[config.mk]
export PLATFORM = sky130hd
export DESIGN_NAME = imem_boot_loader_flat
export DESIGN_NICKNAME = d
export VERILOG_FILES = /design/src/rtl/imem_boot_loader_pkg.sv /design/src/rtl/imem_boot_loader_if.sv /design/src/rtl/imem_boot_loader.sv /design/src/flat_wrapper.sv
export SDC_FILE = /design/constraint.sdc
export NUM_CORES = 1
export LEC_CHECK = 0
export BUFFER_PORTS_ARGS = -buffer_cell sky130_fd_sc_hd__buf_2
export CELL_PAD_IN_SITES_DETAIL_PLACEMENT = 2
export CELL_PAD_IN_SITES_GLOBAL_PLACEMENT = 2
export CORE_MARGIN = 2
export CORE_UTILIZATION = 13
export DETAILED_ROUTE_END_ITERATION = 8
export PLACE_DENSITY_LB_ADDON = 0.1
export SETUP_SLACK_MARGIN = 0.15
export SYNTH_ARGS = -nofsm -noshare
export SYNTH_HDL_FRONTEND = slang
export SYNTH_SLANG_ARGS = --single-unit
[constraint.sdc]
create_clock -name clk -period 4 [get_ports clk]
set_input_delay 1 -clock clk [delete_from_list [all_inputs] [get_ports clk]]
set_output_delay 1 -clock clk [all_outputs]
set_load 0.02 [all_outputs]
[src/rtl/imem_boot_loader_pkg.sv]
// Shared types and constants for the instruction-memory boot loader.
package imem_loader_pkg;

  typedef enum logic [1:0] {
    IDLE = 2'd0,
    LOAD = 2'd1,
    RUN  = 2'd2,
    ERR  = 2'd3
  } state_e;

  localparam int unsigned WORD_BYTES = 4;
  localparam int unsigned BYTE_OFF_W = $clog2(WORD_BYTES);

endpackage

[src/rtl/imem_boot_loader_if.sv]
// Valid/ready word stream feeding the boot loader.
interface imem_boot_loader_if;

  logic        ld_valid;
  logic        ld_ready;
  logic [31:0] ld_data;
  logic        ld_last;

  modport master (output ld_valid, output ld_data, output ld_last, input  ld_ready);
  modport slave  (input  ld_valid, input  ld_data, input  ld_last, output ld_ready);

endinterface

[src/rtl/imem_boot_loader.sv]
// Streams a program into instruction memory from address 0, holding the core
// in reset until the last word lands, then hands the memory port to the PC.
module imem_boot_loader
  import imem_loader_pkg::*;
#(
  parameter int unsigned DEPTH_WORDS = 64,
  parameter int unsigned CNT_W       = $clog2(DEPTH_WORDS) + 1
) (
  input  logic                 clk,
  input  logic                 reset,
  input  logic                 start,
  imem_boot_loader_if.slave    ld,
  input  logic [31:0]          pc,
  output logic [31:0]          mem_addr,
  output logic [31:0]          mem_wdata,
  output logic                 mem_we,
  output logic                 core_rst,
  output logic                 busy,
  output logic                 done,
  output logic                 err,
  output logic [CNT_W-1:0]     word_count
);

  localparam logic [CNT_W-1:0]      LAST_IDX = CNT_W'(DEPTH_WORDS - 1);
  localparam logic [BYTE_OFF_W-1:0] OFF_ZERO = '0;

  state_e           state_q, state_d;
  logic [CNT_W-1:0] cnt_q, cnt_d;

  always_ff @(posedge clk) begin
    if (reset) begin
      state_q <= IDLE;
      cnt_q   <= '0;
    end else begin
      state_q <= state_d;
      cnt_q   <= cnt_d;
    end
  end

  always_comb begin
    state_d     = state_q;
    cnt_d       = cnt_q;
    ld.ld_ready = 1'b0;
    mem_addr    = '0;
    mem_wdata   = '0;
    mem_we      = 1'b0;
    core_rst    = 1'b1;
    busy        = 1'b0;
    done        = 1'b0;
    err         = 1'b0;

    unique case (state_q)
      IDLE: begin
        if (start) begin
          state_d = LOAD;
          cnt_d   = '0;
        end
      end

      LOAD: begin
        busy        = 1'b1;
        ld.ld_ready = 1'b1;
        mem_addr    = 32'({cnt_q, OFF_ZERO});
        mem_wdata   = ld.ld_data;
        mem_we      = ld.ld_valid;
        if (ld.ld_valid) begin
          cnt_d = cnt_q + 1'b1;
          // A last word in the final slot is a clean finish, not an overflow.
          if (ld.ld_last) begin
            state_d = RUN;
          end else if (cnt_q == LAST_IDX) begin
            state_d = ERR;
          end
        end
      end

      RUN: begin
        done     = 1'b1;
        core_rst = 1'b0;
        mem_addr = pc;
        if (start) begin
          state_d = LOAD;
          cnt_d   = '0;
        end
      end

      ERR: begin
        err = 1'b1;
        if (start) begin
          state_d = LOAD;
          cnt_d   = '0;
        end
      end

      default: state_d = IDLE;
    endcase
  end

  assign word_count = cnt_q;

endmodule

[src/flat_wrapper.sv]
// flat-port wrapper written by rule: the top's interface ports become plain ports
module imem_boot_loader_flat import imem_loader_pkg::*;
#(
  parameter int unsigned DEPTH_WORDS = 64,
  parameter int unsigned CNT_W       = $clog2(DEPTH_WORDS) + 1
)
  (clk, reset, start, pc, mem_addr, mem_wdata, mem_we, core_rst, busy, done, err, word_count, ld_ld_valid, ld_ld_data, ld_ld_last, ld_ld_ready);
  imem_boot_loader_if ld_i ();
  input  logic clk;
  input  logic reset;
  input  logic start;
  input  logic [31:0] pc;
  output logic [31:0] mem_addr;
  output logic [31:0] mem_wdata;
  output logic mem_we;
  output logic core_rst;
  output logic busy;
  output logic done;
  output logic err;
  output logic [CNT_W-1:0] word_count;
  input wire logic [$bits(ld_i.ld_valid)-1:0] ld_ld_valid;
  input wire logic [$bits(ld_i.ld_data)-1:0] ld_ld_data;
  input wire logic [$bits(ld_i.ld_last)-1:0] ld_ld_last;
  output wire logic [$bits(ld_i.ld_ready)-1:0] ld_ld_ready;
  assign ld_i.ld_valid = ld_ld_valid;
  assign ld_i.ld_data = ld_ld_data;
  assign ld_i.ld_last = ld_ld_last;
  assign ld_ld_ready = ld_i.ld_ready;
  imem_boot_loader #(.DEPTH_WORDS(DEPTH_WORDS), .CNT_W(CNT_W)) u_core (.clk(clk), .reset(reset), .start(start), .ld(ld_i), .pc(pc), .mem_addr(mem_addr), .mem_wdata(mem_wdata), .mem_we(mem_we), .core_rst(core_rst), .busy(busy), .done(done), .err(err), .word_count(word_count));
endmodule
==> impl_results.md <==
* Status: completed
* FP Rows at 31
* Slew Limit Fails at 0
* PwrDens at 263 nW/um^2
* Clock buffer depth at 2
* Overall power at 0.491 mW
* Maxcap violations at 0
* CTS root buffer: clkbuf_8
* DRC viols at 0
* Core footprint at 7330 um^2
* Adder-Cell Fraction of Synth Area at 6.26%
* Post-CTS repair timing setup buffer count at 0
* Worst-case clock skew at 1.28 ps
* Gate Count Post-Synth at 137
* Total track usage at 12.3%
* Count leader, synth: and2_1
* H-tree Lvls at 1
* Finish-stage setup viols at 0
* Post-Route WL at 5280 um
* Crit share post-route at 72.3%
* RSZ-0062 raised after global routing: no
* Iter 0 DRT Violations at 19
* Sequential element share of the synthesized area at 18.0%
* Vias per cell at 3.93
* CTS tree: done
* Largest family of logic cells by synthesized area: simple AND/OR/NAND/NOR gates
* Post-route minimum period at 2890 ps
* Synth Area in Simple Gates at 50.9%
* Yosys reg bits at 9
* Total gr overflow at 0
* P_int at 0.271 mW
* Sequential share of power at 20.8%
* Netlist Area Pre-Place at 1000 um^2
* Clock Pin Slew Worst Setup and Hold Paths at 50 ps
* CTS Hold Bufs at 0
* Ys Warns at 0
* Mux contribution to synthesized area at 0%
* Ports at 146
* Most used DFF post-synth: dfxtp_1
* Final WS setup at 1110 ps
* WP data arrival at 1890 ps
* Nets at 354
* Req. time, crit path at 3000 ps
* EDFF count, synth at 0
* Wire per inst at 14.0 um
* Detailed Place HPWL at 4500 um
* Cell accounting for the most synthesized area: and2_1
* Largest net degree at the start of global routing at 37
* Syn_area_per_cell at 7.30 um^2
* Hold Vio Cnt, Final at 0
* CP Class: flip-flop to primary output
* Crit end category: primary output
* Post-route ant nets at 0
* Post-synth top area share at 36.3%
* Highest clock rate at 346 MHz
* Max rail drop VDD at 154 uV
* Number of global-route vias before repair at 1563
* Die width at 91.7 um
* Post-synth top cells: 58 x and2_1, 14 x nor2_1, 9 x dfxtp_1
* Post-layout util at 25.5%
* Net switching power at 0.219 mW
* Comb pwr share at 57.3%
* # clock sinks at 9
* Area growth syn-to-layout at 86.9%
* Global-route wire length before repair at 8420 um
* DR pass1 iterations at 2
* Initial Util at 13.6%
* Sum Neg Setup Slack at 0 ps
* Ratio of cells with drive above 1 in the final layout at 55.9%
* Initial antenna violation count at 0
* Routability cong. at 0.684
* Max_slew headroom at 37.9%
* Crit start category: flip-flop
* Clk_lat worst skew at 230 ps
* Post-synth net total at 211
* Vias post-DR at 1487
* CTS Buf Count at 3
* I/O Buffers at 145
* PostCTS Resize Cnt at 0
* Post-synthesis xor/xnor area fraction at 3.50%
* Die ar. at 8410 um^2
* Top cells by area, synth: and2_1 36%, dfxtp_1 18%, ha_1 6.3%
* CP max FO at 34
* Cell variety after synth at 29
* Switching share of total power at 44.7%
* LEAKAGE at 1.06 nW
* Diodes inserted at 0
* Vert. Die Dim at 91.7 um
* Hold Crit Class: flip-flop to flip-flop
* Post-synth ARST share at 0%
* Clock share of power at 21.9%
* Worst-margin pin slew at 931 ps
* Synth Area in Compound Gates at 16.0%
* Place WS at 1280 ps
logic make-up after synthesis:
group                    count (synthesis)
flip-flops                               9
AND/OR/NAND/NOR                         87
AO/OA/AOI/OAI                           19
XOR/XNOR                                 4
adder cells (fa/ha/maj)                  5
buffers and inverters                   13
flip-flops by register name, indices dropped and copies added, names as in the netlist:
signal and flops:
u_core.state_q 2, u_core.word_count 7
through the flow:
step                hold WS [ps]  std cells  area, um^2
floorplan                    542        137        1000
finish                       562        378        1870
global placement             548        374        1820
global route                 609        378        1870
CTS                          574        378        1870
detailed placement           565        374        1820
critical path, cell delays in order, from the launching register on:
cell and delay [ps]:
dfxtp_1 360, inv_1 80, ha_1 760, a22oi_1 150
nor2_1 130, buf_2 170
final timing paths:
kind | endpoint | slack (ps) | depth (start not counted) | start
max | mem_addr[8] | 1110 | 5 | u_core.state_q[0]
max reg2reg | u_core.state_q[1] | 2070 | 6 | u_core.state_q[0]
min reg2reg | u_core.word_count[0] | 560 | 2 | u_core.word_count[0]
min | u_core.word_count[0] | 560 | 2 | u_core.word_count[0]
final cells by class:
class	count	area, um^2
Sequential cell	9	180
Timing Repair Buffer	146	733
Multi-Input combinational cell	115	767
Inverter	5	18.8
Clock buffer	4	45.0
Tap cell	99	124
Fill cell	912	5460
layout by cell type, fill, tap and decap left out, drive strengths merged:
master	instances
nor2	14
ha	5
clkbuf	4
buf	146
and2b	1
nand2b	1
a31o	1
a21o	1
nor3	2
nand3	3
a311oi	1
dfxtp	9
a21oi	4
o311ai	1
o21ai	2
or3	1
inv	5
a32oi	1
nor4	2
nor3b	1
xnor2	4
a22oi	7
and2	58
o21a	1
nand2	4
power by group through the flow:
stage               logic (mW)  registers [mW]  clock network (mW)
floorplan                0.174           0.104                   0
global placement         0.285           0.103                   0
detailed placement       0.288           0.104                   0
CTS                      0.289           0.103               0.112
global route             0.311           0.103               0.117
finish                   0.281           0.102               0.107
per-layer routing:
layer / up-vias / track usage, % / part of all wire [%]
met5: - / 0 / 0
met4: 0 / 1.12 / 0.36
met3: 2 / 3.94 / 7.6
met2: 61 / 24.0 / 54
met1: 693 / 13.3 / 38
li1: 731 / - / -
(Power assumes the default switching activity.)
